File: src/rtl/lsu_pkg.sv
// Purpose: shared types and helpers for the load/store unit (size codes,
//          memory command encoding, FSM state, split-access helpers).
// Ports:   none (package).
package lsu_pkg;

  localparam int XLEN = 32;

  // Request size codes as seen on req_size.
  typedef logic [1:0] lsu_size_t;
  localparam lsu_size_t SIZE_WORD    = 2'd0;
  localparam lsu_size_t SIZE_HALF    = 2'd1;
  localparam lsu_size_t SIZE_BYTE    = 2'd2;
  localparam lsu_size_t SIZE_ILLEGAL = 2'd3;

  // Data-memory command encoding (memReadCommand / memWriteCommand).
  // Deliberately identical to the legal size codes so an aligned access
  // can forward req_size straight to the memory.
  typedef logic [1:0] mem_cmd_t;
  localparam mem_cmd_t CMD_WORD = 2'd0;
  localparam mem_cmd_t CMD_HALF = 2'd1;
  localparam mem_cmd_t CMD_BYTE = 2'd2;

  typedef enum logic [1:0] {
    IDLE   = 2'd0,
    ACCESS = 2'd1,
    ERR    = 2'd2
  } lsu_state_e;

  // Index of the last access cycle (N-1): 0 for a native access,
  // 1 for a misaligned half (two bytes), 3 for a misaligned word (four bytes).
  function automatic logic [1:0] last_beat(input lsu_size_t size,
                                           input logic [1:0] addr_lo);
    logic [1:0] last;
    last = 2'd0;
    if (size == SIZE_WORD && addr_lo != 2'd0) last = 2'd3;
    if (size == SIZE_HALF && addr_lo[0])      last = 2'd1;
    return last;
  endfunction

  // Byte lane sel of a right-justified store value (lane 0 = bits 7:0).
  // A split store walks lanes from most to least significant so the MSB
  // lands at the lowest address (big-endian).
  function automatic logic [7:0] split_byte(input logic [31:0] wdata,
                                            input logic [1:0] sel);
    logic [7:0] b;
    case (sel)
      2'd0:    b = wdata[7:0];
      2'd1:    b = wdata[15:8];
      2'd2:    b = wdata[23:16];
      default: b = wdata[31:24];
    endcase
    return b;
  endfunction

endpackage

File: src/rtl/lsu_extend.sv
// Purpose: sign/zero extension of load data to 32 bits, combinational.
// Ports:   raw_i (raw data, low bytes significant), size_i (lsu size code),
//          unsigned_i (zero-extend), ext_o (extended result).
module lsu_extend
  import lsu_pkg::*;
(
  input  logic [XLEN-1:0] raw_i,
  input  lsu_size_t       size_i,
  input  logic            unsigned_i,
  output logic [XLEN-1:0] ext_o
);

  // Upper bits of raw_i are ignored for half/byte: the memory's own sign
  // extension is discarded and rebuilt from the low bits.
  always_comb begin
    ext_o = raw_i;
    case (size_i)
      SIZE_HALF: ext_o = unsigned_i ? {16'h0000, raw_i[15:0]}
                                    : {{16{raw_i[15]}}, raw_i[15:0]};
      SIZE_BYTE: ext_o = unsigned_i ? {24'h000000, raw_i[7:0]}
                                    : {{24{raw_i[7]}}, raw_i[7:0]};
      default:   ext_o = raw_i;
    endcase
  end

endmodule

File: src/rtl/load_store_unit.sv
// Purpose: MEM-stage load/store initiator for a big-endian data memory;
//          misaligned half/word accesses are split into byte accesses.
// Ports:   Clock/Reset; req_* valid/ready request; rsp_* one-cycle response;
//          mem_* data memory port (writes on posedge, reads on negedge).
module load_store_unit
  import lsu_pkg::*;
(
  input  logic            Clock,
  input  logic            Reset,
  input  logic            req_valid,
  output logic            req_ready,
  input  logic            req_write,
  input  logic [1:0]      req_size,
  input  logic            req_unsigned,
  input  logic [XLEN-1:0] req_addr,
  input  logic [XLEN-1:0] req_wdata,
  output logic            rsp_valid,
  output logic [XLEN-1:0] rsp_rdata,
  output logic            rsp_err,
  output logic            mem_W_en,
  output logic            mem_R_en,
  output logic [XLEN-1:0] mem_Address,
  output logic [XLEN-1:0] mem_W_data,
  output logic [1:0]      mem_memReadCommand,
  output logic [1:0]      mem_memWriteCommand,
  input  logic [XLEN-1:0] mem_R_data
);

  lsu_state_e      state_q;
  logic            write_q;
  lsu_size_t       size_q;
  logic            unsigned_q;
  logic [XLEN-1:0] addr_q;
  logic [XLEN-1:0] wdata_q;
  logic [1:0]      last_q;   // N-1
  logic [1:0]      k_q;      // current byte index within a split access
  logic [XLEN-1:0] acc_q;

  logic            rsp_valid_q;
  logic [XLEN-1:0] rsp_rdata_q;
  logic            rsp_err_q;

  // Memory port is driven from registers loaded one edge ahead, so each
  // access cycle presents stable address/data for the whole cycle.
  logic            mem_w_en_q;
  logic            mem_r_en_q;
  logic [XLEN-1:0] mem_addr_q;
  logic [XLEN-1:0] mem_wdata_q;
  logic [1:0]      mem_rcmd_q;
  logic [1:0]      mem_wcmd_q;

  logic [1:0]      accept_last;
  mem_cmd_t        accept_cmd;
  logic [XLEN-1:0] accept_wdata;
  logic [1:0]      k_d;
  logic [XLEN-1:0] acc_d;
  logic [XLEN-1:0] ext_raw;
  logic [XLEN-1:0] ext_data;

  // First access of a newly accepted request.
  assign accept_last  = last_beat(req_size, req_addr[1:0]);
  assign accept_cmd   = (accept_last == 2'd0) ? req_size : CMD_BYTE;
  assign accept_wdata = (accept_last == 2'd0) ? req_wdata
                                              : {24'h000000, split_byte(req_wdata, accept_last)};

  assign k_d   = k_q + 2'd1;
  // Split loads shift bytes in MSB-first, matching big-endian order.
  assign acc_d = {acc_q[23:0], mem_R_data[7:0]};
  // A native access extends the memory word directly; a split one extends
  // the accumulator including the byte arriving on this edge.
  assign ext_raw = (last_q == 2'd0) ? mem_R_data : acc_d;

  lsu_extend u_extend (
    .raw_i      (ext_raw),
    .size_i     (size_q),
    .unsigned_i (unsigned_q),
    .ext_o      (ext_data)
  );

  always_ff @(posedge Clock or posedge Reset) begin
    if (Reset) begin
      state_q     <= IDLE;
      write_q     <= 1'b0;
      size_q      <= SIZE_WORD;
      unsigned_q  <= 1'b0;
      addr_q      <= '0;
      wdata_q     <= '0;
      last_q      <= 2'd0;
      k_q         <= 2'd0;
      acc_q       <= '0;
      rsp_valid_q <= 1'b0;
      rsp_rdata_q <= '0;
      rsp_err_q   <= 1'b0;
      mem_w_en_q  <= 1'b0;
      mem_r_en_q  <= 1'b0;
      mem_addr_q  <= '0;
      mem_wdata_q <= '0;
      mem_rcmd_q  <= CMD_WORD;
      mem_wcmd_q  <= CMD_WORD;
    end else begin
      rsp_valid_q <= 1'b0;
      case (state_q)
        IDLE: begin
          if (req_valid) begin
            if (req_size == SIZE_ILLEGAL) begin
              state_q <= ERR;
            end else begin
              state_q     <= ACCESS;
              write_q     <= req_write;
              size_q      <= req_size;
              unsigned_q  <= req_unsigned;
              addr_q      <= req_addr;
              wdata_q     <= req_wdata;
              last_q      <= accept_last;
              k_q         <= 2'd0;
              acc_q       <= '0;
              mem_addr_q  <= req_addr;
              mem_w_en_q  <= req_write;
              mem_r_en_q  <= !req_write;
              mem_wcmd_q  <= req_write ? accept_cmd : CMD_WORD;
              mem_rcmd_q  <= req_write ? CMD_WORD : accept_cmd;
              mem_wdata_q <= req_write ? accept_wdata : '0;
            end
          end
        end

        ACCESS: begin
          acc_q <= acc_d;
          if (k_q == last_q) begin
            state_q     <= IDLE;
            rsp_valid_q <= 1'b1;
            rsp_err_q   <= 1'b0;
            rsp_rdata_q <= write_q ? '0 : ext_data;
            mem_w_en_q  <= 1'b0;
            mem_r_en_q  <= 1'b0;
            mem_addr_q  <= '0;
            mem_wdata_q <= '0;
            mem_rcmd_q  <= CMD_WORD;
            mem_wcmd_q  <= CMD_WORD;
          end else begin
            // Next byte of a split access; address wraps modulo 2^32.
            k_q         <= k_d;
            mem_addr_q  <= addr_q + {30'd0, k_d};
            mem_wdata_q <= write_q ? {24'h000000, split_byte(wdata_q, last_q - k_d)} : '0;
          end
        end

        ERR: begin
          state_q     <= IDLE;
          rsp_valid_q <= 1'b1;
          rsp_err_q   <= 1'b1;
          rsp_rdata_q <= '0;
        end

        default: state_q <= IDLE;
      endcase
    end
  end

  assign req_ready           = (state_q == IDLE) && !Reset;
  assign rsp_valid           = rsp_valid_q;
  assign rsp_rdata           = rsp_rdata_q;
  assign rsp_err             = rsp_err_q;
  assign mem_W_en            = mem_w_en_q;
  assign mem_R_en            = mem_r_en_q;
  assign mem_Address         = mem_addr_q;
  assign mem_W_data          = mem_wdata_q;
  assign mem_memReadCommand  = mem_rcmd_q;
  assign mem_memWriteCommand = mem_wcmd_q;

endmodule
File: config.mk
export PLATFORM = sky130hd
export DESIGN_NAME = load_store_unit
export DESIGN_NICKNAME = d
export VERILOG_FILES = /design/src/rtl/lsu_pkg.sv /design/src/rtl/lsu_extend.sv /design/src/rtl/load_store_unit.sv
export SDC_FILE = /design/constraint.sdc
export NUM_CORES = 1
export LEC_CHECK = 0
export ABC_AREA = 1
export ABC_CLOCK_PERIOD_IN_PS = 10270
export CAP_MARGIN = 20
export CORE_AREA = 3 3 206 208
export DETAILED_ROUTE_END_ITERATION = 8
export DIE_AREA = 0 0 209 211
export SYNTH_ARGS = -nofsm -noshare
export SYNTH_HDL_FRONTEND = slang
export SYNTH_SLANG_ARGS = --single-unit
File: constraint.sdc
create_clock -name Clock -period 10.27 [get_ports Clock]
set_clock_uncertainty 0.2 [all_clocks]
set_input_delay 2.054 -clock Clock [delete_from_list [all_inputs] [get_ports Clock]]
set_output_delay 2.054 -clock Clock [all_outputs]
set_load 0.005 [all_outputs]
# Word-level counts from Yosys, hierarchy flattened

Cells that the tools add are included.

Bitwise logic cells: 1
Add/subtract/negate cells: 3
Multiplexer cells: 52
Equality and inequality tests: 15
Reductions and logical operators: 19

Operators by type and width:

| operator              | count |
|---|---|
| $mux W32              | 12 |
| $pmux W32 S2          | 4 |
| $mux W24              | 2 |
| $pmux W24 S2          | 1 |
| $add A32 B2 Y32       | 1 |
| $mux W2               | 15 |
| $pmux W8 S3           | 1 |
| $mux W8               | 2 |
| $pmux W2 S2           | 4 |
| $pmux W8 S2           | 1 |
| $eq A2 B1 Y1 const B  | 5 |
| $eq A2 B2 Y1 const B  | 5 |
| $logic_not A2 Y1      | 5 |
| $ne A2 B2 Y1 const B  | 4 |
| $pmux W1 S2           | 4 |
| $reduce_and A4 Y1     | 2 |
| $mux W1               | 6 |
| $reduce_and A3 Y1     | 2 |
| $reduce_bool A2 Y1    | 3 |
| $reduce_and A2 Y1     | 2 |
| $logic_and A1 B1 Y1   | 3 |
| $add A2 B1 Y2 const B | 1 |
| $eq A2 B2 Y1          | 1 |
| $logic_not A1 Y1      | 2 |
| 2 further kinds       | 2 |

Output and inout bits: 105
Input bits: 103
Register bits after elaboration: 202

# Longest topological paths before layout

Depth in word-level cells: 11
Mapped depth: 13

# Cells and area by module

Synthesis repeated with hierarchy kept, for this count alone.

Cells, all modules: 1,334
Area, all modules: 10,252.3 um^2

Modules (own cells, without submodules):

| module          | cells an instance | sequential area each (um^2) | instances | area an instance (um^2) |
|---|---|---|---|---|
| load_store_unit | 1,262             | 5,054.8                     | 1         | 9,860.7 |
| lsu_extend      | 72                | 0.0                         | 1         | 391.6 |

# Worst setup path after synthesis

No wires, ideal clock.

Path kind: in2out
Start point: in Reset
End point: out req_ready
Cell stages on the path: 1
Path slack: 5,856 ps
Path buffers: 0
Data arrival time: 2,160 ps
Path through: nor2_1

Cells in the longest elaborated chain, start to end: 2

Ends and longest elaborated chain:

| what                | RTL line               | text |
|---|---|---|
| start: declaration  | load_store_unit.sv:9   | `input logic Reset,` |
| $logic_not A1 Y1    | load_store_unit.sv:160 | `assign req_ready = (state_q == IDLE) && !Reset;` |
| $logic_and A1 B1 Y1 | load_store_unit.sv:160 |  |
| end: declaration    | load_store_unit.sv:11  | `output logic req_ready,` |

Every way passes these cells.

# Worst setup path in the final report

Same ends and word-level chain as after synthesis.

==> impl_metrics.json <==
{
  "synth.lib_cells_used.distinct": 44,
  "placed_area_um2": 12500,
  "layout-area-overhead-vs-synth_pct": 32.3,
  "worst_skew_pair.late_latency_ps": 540,
  "critPathMaxFanout": 2,
  "net_total_in_the_final_layout": 1543,
  "gp_congestion": 0.859,
  "worstSetupEndpointType": "output port",
  "drt_first_iter_violations": 697,
  "timing.critical_path.required_ps": 8020,
  "slowest_delay_ps": 510,
  "grt.total_usage_pct": 15.2,
  "yosysWarningCount": 0,
  "clock_path_buffers": 3,
  "min_path_type": "flip-flop to flip-flop",
  "route.final.wire_length_mm": 33.9,
  "fp.dieW_um": 209,
  "die_y_um": 211,
  "place_worst_setup_slack_ps": 4460,
  "cts.hold.buffers_added": 0,
  "outcome": "finished, final reports clean",
  "path_buf_inv": 2,
  "drv_slew": 0,
  "power-per-cell-area_nw_per_um2": 311,
  "critical_path.most_common_cell": "clkdlybuf4s50_1",
  "final_hold_violations": 0,
  "wire_length_of_the_first_global_routing_pass_mm": 53.9,
  "rsz0062_at_grt": "false",
  "drv_cap": 0,
  "design_power_total_mw": 4.15,
  "min_path_cells": 2,
  "postSynthAreaPerCell_um2": 8.04,
  "fin_setup_tns_ps": 0,
  "clk_pin_slew_ps": 60,
  "area_of_the_mapped_netlist_um2": 10100,
  "vias_per_cell": 4.66,
  "ctsHtreeMaxLevel": 1,
  "design.portCount": 208,
  "finalWorstSetupSlack_ps": 4810,
  "cp_cell_instances": "clkdlybuf4s50_1, nor2_1, clkdlybuf4s50_1",
  "tritoncts": "built",
  "ctsRootBufferMaster": "clkbuf_16",
  "numPlacedInstances": 1936,
  "mostFrequentLayoutCells": "nand2_1, clkdlybuf4s50_1, dfrtp_1",
  "cellLeakagePower_nw": 5.91,
  "worst_hold_slack_ps": 273,
  "drive_gt1_share_pct": 5.87,
  "period_share_pct": 53.2,
  "cp_top_family": "buffers and inverters",
  "core_area_um2": 40700,
  "dp_hpwl_mm": 24.1,
  "gate_count_after_technology_mapping": 1257,
  "most_common_cell_after_layout_fill_and_taps_aside": "nand2_1",
  "synth-seq-area-share_pct": 50.0,
  "start_util_pct": 24.8,
  "max_clock_freq_mhz": 183,
  "numCtsBuffers": 25,
  "count_of_input_and_output_buffers": 207,
  "grt_start_max_net_pins": 135,
  "route.detailed.drc": 0,
  "utilization_pct": 32.8,
  "period_minus_slack_ps": 5460,
  "syn_nets": 1369,
  "slew_headroom_pct": 34.3,
  "crit_path_start_kind": "input port",
  "total_setup_violations_reported_at_the_end_of_the_flow": 0,
  "drt-pass1-iter-count": 5,
  "design.die.area_um2": 44100,
  "via_count": 9243,
  "synth-seq-cells": 202,
  "power.ir.vdd_worst_mv": 0.133,
  "core.rowCount": 74,
  "worst_pin_slew_ps": 986,
  "slowest_stage": "clkdlybuf4s50_1",
  "antenna_found_initial": 4,
  "stdcell_count": 1984,
  "grt_remaining_overflow": 0,
  "post_cts.resized_instances": 0,
  "ff2ff_path_depth": 12,
  "cts_post_setup_buffers_inserted": 0,
  "worst-setup-path-type": "input port to output port",
  "wl_per_cell_um": 17.1,
  "worstSetupPathDepth": 3,
  "drtAntennaViolNets": 0,
  "finalInstanceArea_um2": 13400,
  "grt_pass1_vias": 9211,
  "cp.arrival_ps": 3210,
  "clock_sinks": 202
}
-- tightest hold or removal path, stage by stage, from the launching register on --
cell     delay (ps)
dfrtp_1         340
nand2_1          50
nand2_1          50
-- cell families (layout without fill, tap and decap cells) --
logic type / Yosys count / in the layout / synth area share [%]
xor+xnor: 3 / 3 / 0.334
simple gates: 569 / 569 / 24.5
other cells: 0 / 3 / 0
flops: 202 / 202 / 50.0
compound gates: 290 / 290 / 15.8
fa+ha+maj: 9 / 9 / 1.19
buf+inv: 184 / 376 / 8.16
-- cell usage after synthesis (all sizes together) --
| library cell | n | share of area [%] |
|---|---|---|
| a21boi | 1 | 0.074 |
| a21o | 1 | 0.074 |
| a21oi | 90 | 4.6 |
| a22o | 14 | 1.2 |
| a31oi | 1 | 0.062 |
| buf | 43 | 2.9 |
| clkbuf | 23 | 0.85 |
| clkinv | 1 | 0.037 |
| dfrtp | 202 | 50 |
| fa | 1 | 0.20 |
| ha | 8 | 0.99 |
| inv | 117 | 4.3 |
| nand2 | 337 | 13 |
| nand3 | 86 | 4.3 |
| nand3b | 6 | 0.45 |
| nand4 | 23 | 1.4 |
| nor2 | 114 | 5.1 |
| nor3 | 2 | 0.15 |
| o211ai | 11 | 0.82 |
| o21ai | 154 | 7.7 |
| o21bai | 7 | 0.52 |
| o22ai | 9 | 0.56 |
| o311ai | 1 | 0.087 |
| o31ai | 1 | 0.074 |
| or2 | 1 | 0.062 |
| xnor2 | 2 | 0.25 |
| xor2 | 1 | 0.087 |
-- routing by layer --
metal | global-route usage, % | vias up | routed length, µm
met5 | 0 | - | 13
met4 | 3.05 | 2 | 510
met3 | 4.29 | 36 | 3100
met2 | 23.8 | 333 | 15100
met1 | 21.2 | 4392 | 15200
li1 | - | 4480 | -
-- area by class of cell --
cell class	instances	area, µm²
fill	4342	27400
sequential	202	5050
multi-input combinational	871	4230
timing repair buffer	213	2120
clock buffer	35	733
tap	532	666
inverter	118	450
clock inverter	10	111
antenna	3	7.51
-- worst paths after layout --
kind	slack [ps]	endpoint	start
worst max register to register	6580	mem_W_data[6]	state_q[0]
worst min-delay path	270	wdata_q[0]	wdata_q[0]
max in group asynchronous	6360	rsp_rdata[23]	Reset
min in group asynchronous	1930	rsp_rdata[4]	Reset
worst min register to register	270	wdata_q[0]	wdata_q[0]
worst max-delay path	4810	req_ready	Reset
-- sequential cells by signal, summed over array words and instances (netlist names) --
register / count
mem_memWriteCommand: 2
mem_W_en: 1
write_q: 1
mem_R_en: 1
wdata_q: 32
last_q: 2
rsp_valid: 1
mem_memReadCommand: 2
acc_q: 24
rsp_err: 1
k_q: 2
mem_W_data: 32
unsigned_q: 1
rsp_rdata: 32
addr_q: 32
state_q: 2
mem_Address: 32
size_q: 2
-- where the power goes --
group | total [mW] | internal [mW] | switching, mW
Sequential | 1.40 | 1.14 | 0.256
Combinational | 1.85 | 0.758 | 1.09
Clock | 0.903 | 0.546 | 0.357
Total | 4.15 | 2.45 | 1.70
Power figures use the tool's default switching activity.
